[src/rtl/dual_ball_motion.sv]
// Two-ball motion controller: keyboard-steered balls that bounce off the
// playfield edges, advancing one step per synchronized VSync rising edge.
module dual_ball_motion #(
  parameter int X_CENTER = 320,
  parameter int Y_CENTER = 240,
  parameter int X2_START = 160,
  parameter int X_MIN    = 0,
  parameter int X_MAX    = 639,
  parameter int Y_MIN    = 0,
  parameter int Y_MAX    = 479,
  parameter int STEP     = 1,
  parameter int SIZE     = 4
) (
  input  logic       Clk,
  input  logic       Reset,
  input  logic       frame_clk,
  input  logic [7:0] keycode0,
  input  logic [7:0] keycode1,
  output logic [9:0] BallX,
  output logic [9:0] BallY,
  output logic [9:0] Ball2X,
  output logic [9:0] Ball2Y,
  output logic [9:0] Ball_size
);

  localparam logic [9:0] StepPos = 10'(STEP);
  localparam logic [9:0] StepNeg = ~StepPos + 10'd1;

  // {hit, x motion, y motion} for a single key slot against one ball's key map
  function automatic logic [20:0] key_motion(input logic [7:0] k, input logic [7:0] k_up,
                                             input logic [7:0] k_dn, input logic [7:0] k_lf,
                                             input logic [7:0] k_rt);
    logic [20:0] res;
    res = '0;
    if (k == k_up)      res = {1'b1, 10'd0, StepNeg};
    else if (k == k_dn) res = {1'b1, 10'd0, StepPos};
    else if (k == k_lf) res = {1'b1, StepNeg, 10'd0};
    else if (k == k_rt) res = {1'b1, StepPos, 10'd0};
    return res;
  endfunction

  // Edge bounce overrides the key; 11-bit compare keeps pos-SIZE from underflowing
  function automatic logic [9:0] bound(input logic [9:0] pos, input logic [9:0] mot,
                                       input int lo, input int hi);
    logic [9:0] res;
    res = mot;
    if (({1'b0, pos} + 11'(SIZE)) >= 11'(hi))  res = StepNeg;
    else if ({1'b0, pos} <= 11'(lo + SIZE))    res = StepPos;
    return res;
  endfunction

  logic       r_sync1, r_sync2, r_sync3;
  logic [9:0] r_b1_x, r_b1_y, r_b2_x, r_b2_y;
  logic [9:0] r_b1_mx, r_b1_my, r_b2_mx, r_b2_my;

  logic        w_frame_tick;
  logic [20:0] w_b1_k0, w_b1_k1, w_b2_k0, w_b2_k1;
  logic [9:0]  w_b1_kx, w_b1_ky, w_b2_kx, w_b2_ky;
  logic [9:0]  w_b1_mx, w_b1_my, w_b2_mx, w_b2_my;

  assign w_frame_tick = r_sync2 & ~r_sync3;

  assign w_b1_k0 = key_motion(keycode0, 8'h1A, 8'h16, 8'h04, 8'h07);
  assign w_b1_k1 = key_motion(keycode1, 8'h1A, 8'h16, 8'h04, 8'h07);
  assign w_b2_k0 = key_motion(keycode0, 8'h52, 8'h51, 8'h50, 8'h4F);
  assign w_b2_k1 = key_motion(keycode1, 8'h52, 8'h51, 8'h50, 8'h4F);

  // Key decode per ball: slot 0 first, then slot 1, else keep the old motion
  always_comb begin
    w_b1_kx = r_b1_mx;
    w_b1_ky = r_b1_my;
    w_b2_kx = r_b2_mx;
    w_b2_ky = r_b2_my;
    if (w_b1_k0[20])      {w_b1_kx, w_b1_ky} = w_b1_k0[19:0];
    else if (w_b1_k1[20]) {w_b1_kx, w_b1_ky} = w_b1_k1[19:0];
    if (w_b2_k0[20])      {w_b2_kx, w_b2_ky} = w_b2_k0[19:0];
    else if (w_b2_k1[20]) {w_b2_kx, w_b2_ky} = w_b2_k1[19:0];
  end

  assign w_b1_mx = bound(r_b1_x, w_b1_kx, X_MIN, X_MAX);
  assign w_b1_my = bound(r_b1_y, w_b1_ky, Y_MIN, Y_MAX);
  assign w_b2_mx = bound(r_b2_x, w_b2_kx, X_MIN, X_MAX);
  assign w_b2_my = bound(r_b2_y, w_b2_ky, Y_MIN, Y_MAX);

  // VSync synchronizer, edge-detect flop, and per-frame position/motion update
  always_ff @(posedge Clk) begin
    if (Reset) begin
      r_sync1 <= 1'b0;
      r_sync2 <= 1'b0;
      r_sync3 <= 1'b0;
      r_b1_x  <= 10'(X_CENTER);
      r_b1_y  <= 10'(Y_CENTER);
      r_b2_x  <= 10'(X2_START);
      r_b2_y  <= 10'(Y_CENTER);
      r_b1_mx <= '0;
      r_b1_my <= '0;
      r_b2_mx <= '0;
      r_b2_my <= '0;
    end else begin
      r_sync1 <= frame_clk;
      r_sync2 <= r_sync1;
      r_sync3 <= r_sync2;
      if (w_frame_tick) begin
        r_b1_mx <= w_b1_mx;
        r_b1_my <= w_b1_my;
        r_b2_mx <= w_b2_mx;
        r_b2_my <= w_b2_my;
        r_b1_x  <= r_b1_x + w_b1_mx;
        r_b1_y  <= r_b1_y + w_b1_my;
        r_b2_x  <= r_b2_x + w_b2_mx;
        r_b2_y  <= r_b2_y + w_b2_my;
      end
    end
  end

  assign BallX     = r_b1_x;
  assign BallY     = r_b1_y;
  assign Ball2X    = r_b2_x;
  assign Ball2Y    = r_b2_y;
  assign Ball_size = 10'(SIZE);

endmodule

[config.mk]
export PLATFORM = sky130hd
export DESIGN_NAME = dual_ball_motion
export DESIGN_NICKNAME = d
export VERILOG_FILES = /design/src/rtl/dual_ball_motion.sv
export SDC_FILE = /design/constraint.sdc
export NUM_CORES = 1
export LEC_CHECK = 0
export ABC_AREA = 1
export BUFFER_PORTS_ARGS = -buffer_cell sky130_fd_sc_hd__buf_2
export CORE_MARGIN = 5
export CORE_UTILIZATION = 60
export DETAILED_ROUTE_END_ITERATION = 10
export PLACE_DENSITY = 0.84
export SYNTH_ARGS = -nofsm -noshare
export SYNTH_HDL_FRONTEND = slang
export SYNTH_SLANG_ARGS = --single-unit
[constraint.sdc]
create_clock -name Clk -period 7.35 [get_ports Clk]
set_input_delay 0 -clock Clk [delete_from_list [all_inputs] [get_ports Clk]]
set_output_delay 0 -clock Clk [all_outputs]
set_load 0.05 [all_outputs]
; ---- Word-level counts from Yosys, hierarchy flattened
; Cells that the tools add are included.
[totals]
input_bits = 19
ff_bits = 83
[classes]
add_sub_neg = 8
eq_ne = 16
n_bitwise = 2
n_lt_le_gt_ge = 8
muxes = 32
[op_table]
columns = operator, count
row1 = 21-bit two-way mux, 16
row2 = 10-bit two-way mux, 16
row3 = 8-bit by 7-bit equality test with 1-bit output (second input constant), 8
row4 = 10-bit by 3-bit adder with 11-bit output (second input constant), 4
row5 = 10-bit adder, 4
row6 = 10-bit by 3-bit less-or-equal comparator with 1-bit output (second input constant), 4
row7 = 8-bit by 3-bit equality test with 1-bit output (second input constant), 4
row8 = 8-bit by 5-bit equality test with 1-bit output (second input constant), 4
row9 = 11-bit by 10-bit >= comparator with 1-bit output (second input constant), 2
row10 = 11-bit by 9-bit >= comparator with 1-bit output (second input constant), 2
row11 = 1-bit AND, 1
row12 = 1-bit inverter, 1

; ---- Longest topological paths before layout
; Gate-level depths: netlist of the first run.
[logic_depth]
depth_word = 10
depth_mapped = 23
mapped_depth_nobuf = 22

; ---- Least setup slack after synthesis of the first run
; Ideal clock, no wire load.
[synth_path]
path_kind = register -> register
from = reg r_b1_y[2], in the netlist BallY[2]
to = reg r_b1_y[6], in the netlist BallY[6]
synth_period_minus_slack_ns = 3.455
slack_ns = 3.895
stages_incl_launch_ff = 22
setup_time_ns = 0.131
path_buffers = 1
t_arrival_ns = 3.324
required_time_ns = 7.219
cell_sequence = dfxtp_1 -> inv_1 -> ha_1 -> nand2_1 -> nand2_1 -> nand3_1 -> nand2_1 -> nand2_1 -> nor2_1 -> nor2_2 -> buf_6 -> o2111ai_2 -> ha_1 -> fa_1 -> a21o_1 -> a21oi_1 -> inv_1 -> nand2_1 -> nand2_1 -> a21oi_1 -> xor2_1 -> o21ai_0
[synth_between]
elab_chain_cells = 4
[synth_lines]
columns = item, line_no
row1 = start: declaration, 53  ; logic [9:0] r_b1_x, r_b1_y, r_b2_x, r_b2_y;
row2 = start signal: assignment, 92  ; r_b1_y <= 10'(Y_CENTER);
row3 = start signal: assignment, 109  ; r_b1_y <= r_b1_y + w_b1_my;
row4 = 10-bit by 3-bit adder with 11-bit output / 10-bit by 3-bit less-or-equal comparator with 1-bit output (equally long branches), "47, 48"
row5 = 11-bit by 9-bit >= comparator with 1-bit output / 10-bit two-way mux (equally long branches), "47, 48"
row6 = 10-bit two-way mux (*), 47  ; if (({1'b0, pos} + 11'(SIZE)) >= 11'(hi)) res = StepNeg;
row7 = named net w_b1_my[0], 59  ; logic [9:0] w_b1_mx, w_b1_my, w_b2_mx, w_b2_my;
row8 = 10-bit adder (*), 109
; Mark *: on every way through the listed nets, which the timed path passes. The rest lies on a longest branch.
; A chain may end at the register's enable or synchronous reset.

; ---- Final worst setup path of the first run
; Ends and elaborated chain as after synthesis.

==> qor.csv, run 1 <==
metric;value;unit
rsz0062_at_grt;no;
numCtsBuffers;9;
clk_latency;0.35;ns
place_ws;3.70;ns
drive_gt1_share;13.5;%
portBuffers;58;
remaining_drc_errors;0;
leakage;4.22;nW
cts_root_buffer;clkbuf_16;
fin_hold_ws;0.262;ns
synthToLayoutAreaGrowth;9.02;%
first_pass_iters;5;
initial_core_util;60.4;%
nets;1172;
die_area;13600;um2
timing.fmax;0.271;GHz
vias;6651;
yosysTopAreaCell;dfxtp_1;
fill_cells;1029;
ant_nets;0;
wirelength;16100;um
maxSlewViolCount;0;
grt_pass1_vias;5906;
worstPathRequired;7.57;ns
netlist-cell-type-count;44;
cts.sink_count;83;
yosys_warnings;0;
overflow;0;
clk_pin_slew;0.06;ns
drtIter0Drc;456;
worstSetupStartpointType;flip-flop;
hp-class;in2reg;
ys_seq_area_share;24.4;%
cts_resized;0;
gr-usage-all-layers;24.3;%
postLayoutCoreUtil;65.9;%
arrival;3.91;ns
cts_tree;yes;
min_period;3.69;ns
cap_violations;0;
die_h;117;um
grt_max_degree;72;
fin_crit_sh;50.3;%
synth_area;6810;um2
cts_buffer_depth;2;
viasPerCell;5.34;
synth_top_area_share;24.4;%
hold_viol;0;
critPathKind;reg2reg;
vdd.ir_drop.worst;0.000145;V
grt_antenna_before_repair;2;
finalWorstSetupSlack;3.66;ns
power;1.50;mW
rows;39;
coreArea;11300;um2
slew_headroom;30.8;%
setup_viol;0;
io_pins;69;
worstMarginPinSlew;1.04;ns
synth_seq_cells;83;
power.density;202;nW/um2
postCtsSetupBuffers;0;
finClkSkew;0.00814;ns
ctsHoldBuffers;1;
run_status;finished clean;
avgSynthCellArea;6.44;um2
die_width;117;um
worstPathMaxFanout;11;
place_hpwl;11200;um
avgRoutedWirePerCell;13.0;um
netlist_instances;1058;
synth.area.top_cells;dfxtp_1 24%, nand2_1 13%, ha_1 9.6%, inv_1 7.2%, nor2_1 6.9%;
htree_levels;3;
cp-end-kind;flip-flop;
fin_setup_tns;0;ns
grt_pass1_wl;27000;um
globalplace.congestion;0.874;
registers in the layout, summed over array words and instances, names as in the netlist, 10 cells and up:
register and flops:
Ball2Y 10, r_b1_mx 10, BallY 10, r_b2_mx 10, Ball2X 10, r_b2_my 10, BallX 10, r_b1_my 10
where the power goes:
group          internal, mW  switching (mW)  leakage [nW]
Clock                 0.297           0.189         0.150
Combinational         0.173           0.338          3.39
Sequential            0.477          0.0295         0.679
routing by layer:
metal / up-vias / wire length, um / global-route usage, %
met5: - / 11 / 0
met4: 2 / 319 / 8.79
met3: 29 / 1140 / 4.04
met2: 203 / 7220 / 39.2
met1: 2917 / 7450 / 32.8
li1: 3500 / - / -
worst max-delay path, cell delays in order (launching register included):
cell and delay (ns):
dfxtp_1 0.51, inv_1 0.13, ha_1 0.31, nand2_1 0.06, nand2_1 0.05, nand3_1 0.08, nand2_1 0.06, nand2_1 0.07
nor2_1 0.04, nor2_2 0.39, o2111ai_2 0.22, ha_1 0.30, fa_1 0.42, a21o_1 0.18, a21oi_1 0.17, inv_1 0.07
nand2_1 0.08, nand2_1 0.05, a21oi_1 0.14, xor2_1 0.15, o21ai_0 0.08
final timing paths:
kind             from       end  slack [ns]  depth (start not counted)
min reg2reg   r_sync1   r_sync2        0.41                          2
min             Reset   r_sync2        0.26                          3
max          BallY[2]  BallY[6]        3.66                         20
max reg2reg  BallY[2]  BallY[6]        3.66                         20
cell usage after synthesis (all sizes together):
library cell / number
nand2: 244
nor2: 145
inv: 143
o21ai: 114
dfxtp: 83
a21oi: 77
nand3: 54
ha: 52
buf: 22
clkbuf: 20
nor3: 14
xor2: 14
nand4: 11
o211ai: 11
a21o: 9
a31oi: 9
or2: 8
xnor2: 7
o21bai: 5
fa: 4
nand3b: 3
conb: 2
o2111ai: 2
o311ai: 2
clkinv: 1
nor3b: 1
o221ai: 1
stage by stage:
step | area (um2) | cells
6_report | 7420 | 1246
5_1_grt | 7420 | 1246
4_1_cts | 7420 | 1245
3_5_place_dp | 7100 | 1228
3_3_place_gp | 7100 | 1228
2_1_floorplan | 6840 | 1066
final cells by class:
type | count | area (um2) | share of cell area, %
Multi-Input combinational cell | 797 | 4400 | 59.3
Sequential cell | 83 | 1660 | 22.4
Inverter | 144 | 547 | 7.37
Timing Repair Buffer | 62 | 323 | 4.35
Clock buffer | 11 | 233 | 3.14
Tap cell | 143 | 179 | 2.41
Clock inverter | 5 | 77.6 | 1.05
Antenna cell | 1 | 2.50 | 0.0337
layout by cell type, fill, tap and decap left out, types with 5 or more instances in the layout:
cell	Yosys	layout
xnor2_1	7	7
nor2_1	126	126
inv_2	12	13
dfxtp_1	83	83
inv_1	130	129
ha_1	52	52
a31oi_1	9	9
nor2_2	14	13
o21bai_1	5	5
a21oi_1	73	73
nor2_4	4	5
nand4_1	11	11
buf_2	5	58
a21o_1	9	9
nand2_2	13	13
o21ai_1	29	29
o211ai_1	11	11
xor2_1	14	14
clkbuf_16	0	9
nand2_1	227	227
o21ai_0	85	85
nand3_1	50	50
or2_2	7	7
conb_1	2	10
nor3_1	9	9
logic make-up (layout without fill, tap and decap cells):
family	Yosys count	count (layout)	share of synthesized area, %
xor gates and xnor gates	21	21	2.70
adders and majority gates	56	56	10.7
DFF	83	83	24.4
AOI/OAI and AO/OA	230	230	19.0
and+or+nand+nor	480	480	31.6
buffers and inverters	186	222	11.5
other	2	11	0.110
(Power assumes the default switching activity.)
==> inputs of run 2 (changes only) <==
- clock period: 7.35 -> 3.4 ns (I/O delays scaled with it)
==> qor.csv, run 2 (synthesized netlist as in run 1, its figures left out) <==
metric;value;unit;change
vdd.ir_drop.worst;0.000365;V;+150%
power.density;431;nW/um2;+110%
vias;6691;;+0.60%
synthToLayoutAreaGrowth;9.61;%;
stdcell_area;7460;um2;+0.54%
place_hpwl;11500;um;+3.0%
multiInputGateArea;4400;um2;about the same
run_status;finished clean;;
initial_core_util;60.4;%;unchanged
cts_tree;yes;;
max_stage_delay;0.48;ns;-0.03 ns
cp_common_cell;nand2_1;;
viasPerCell;5.36;;+0.36%
timing.fmax;0.318;GHz;+17%
final_cells;1249;;+0.24%
gr-usage-all-layers;25.0;%;+0.65 points
rsz0062_at_grt;no;;
remaining_drc_errors;0;;unchanged
power;3.22;mW;+110%
fill_cells;1077;;+4.7%
setup_viol;0;;unchanged
critical-path-top-delay-family;compound AO/OA/AOI/OAI gates;;
fin_crit_sh;92.6;%;+42 points
maxSlewViolCount;0;;unchanged
place_ws;0.236;ns;-3.46 ns
grt_antenna_before_repair;2;;unchanged
finClkSkew;0.00920;ns;+0.00106 ns
die_width;117;um;unchanged
grt_max_degree;72;;unchanged
worstMarginPinSlew;1.06;ns;+0.0195 ns
finalWorstSetupSlack;0.253;ns;-3.40 ns
grt_pass1_vias;6124;;+3.7%
final_cell_mix;227 x nand2_1, 129 x inv_1, 126 x nor2_1;;
ant_nets;0;;unchanged
fin_setup_tns;0;ns;unchanged
hp-class;in2reg;;
nets;1176;;+0.34%
final_common_cell;nand2_1;;
worst_path_max_delay_cell;dfxtp_1;;
leakage;4.24;nW;+0.51%
globalplace.congestion;0.927;;+6.0%
arrival;3.32;ns;-0.59 ns
worstPathMaxFanout;9;;-2
portBuffers;58;;unchanged
seq_area;1670;um2;+0.53%
grt_pass1_wl;27800;um;+2.7%
fin_hold_ws;0.271;ns;+0.00896 ns
rows;39;;unchanged
hold_viol;0;;unchanged
wirelength;16400;um;+1.8%
drtIter0Drc;546;;+20%
cts.sink_count;83;;unchanged
critPathKind;reg2reg;;
path_buf_inv;1;;-1
coreArea;11300;um2;unchanged
die_area;13600;um2;unchanged
drive_gt1_share;14.3;%;+0.78 points
clk_latency;0.35;ns;about the same
htree_levels;3;;unchanged
postLayoutCoreUtil;66.2;%;+0.36 points
worstPathRequired;3.57;ns;-4.00 ns
die_h;117;um;unchanged
cts_root_buffer;clkbuf_16;;
worstSetupStartpointType;flip-flop;;
io_pins;69;;unchanged
worstPathCellList;inv_1, ha_1, a31oi_1, nor3_1, nor2_2, nand2_1, nand2_1, ha_1, a21o_1, nand3_1, nand2_1, a21oi_1, o21bai_1, o21ai_0, o211ai_1;;
postPlaceCellArea;7150;um2;+0.63%
clk_pin_slew;0.06;ns;about the same
cp-end-kind;flip-flop;;
numCtsBuffers;9;;unchanged
min_period;3.15;ns;-0.547 ns
placed_cells;1232;;+0.33%
first_pass_iters;6;;+1
avgRoutedWirePerCell;13.2;um;+1.5%
postCtsSetupBuffers;0;;unchanged
overflow;0;;unchanged
slew_headroom;29.5;%;-1.3 points
cts_buffer_depth;2;;unchanged
cap_violations;0;;unchanged
[run 2: path summary, 6_finish.rpt]
kind                  start   endpoint  slack, ns  depth (start not counted)
hold / removal        Reset    r_sync2       0.27                          3
setup / recovery  Ball2X[2]  Ball2X[7]       0.25                         15
hold reg to reg     r_sync1    r_sync2       0.41                          2
setup reg to reg  Ball2X[2]  Ball2X[7]       0.25                         15
[run 2: report_power, final]
part	leakage, nW	internal [mW]	switching [mW]	total [mW]
clock network	0.146	0.605	0.397	1.00
registers	0.680	1.03	0.0646	1.10
logic	3.41	0.385	0.735	1.12
[run 2: repair_timing]
item	4_1_cts	5_1_grt
endpoints found under the setup margin	0	4
hold buffers	1	0
gates resized for setup	0	5
hold endpoints to repair	1	0
[run 2: worst register-to-register path: cells and delay by family, from the launching register on]
family	cells	cell delay (ns)
AOI/OAI and AO/OA	6	1.05
adders and majority gates	2	0.52
buffers and inverters	1	0.13
DFF	1	0.48
and+or+nand+nor	6	0.82
[run 2: metal layers]
metal  share of wire [%]  GRT usage [%]
met4                 1.5           7.72
met3                 5.8           4.77
met5               0.079              0
met1                  47           32.5
met2                  46           42.0
[run 2: area by class of cell]
type	instances	share of cell area (%)
inverter	144	7.33
clock inverter	2	0.469
clock buffer	13	3.49
antenna	1	0.0335
sequential	83	22.4
multi-input combinational	797	59.0
timing repair buffer	66	4.90
tap	143	2.40
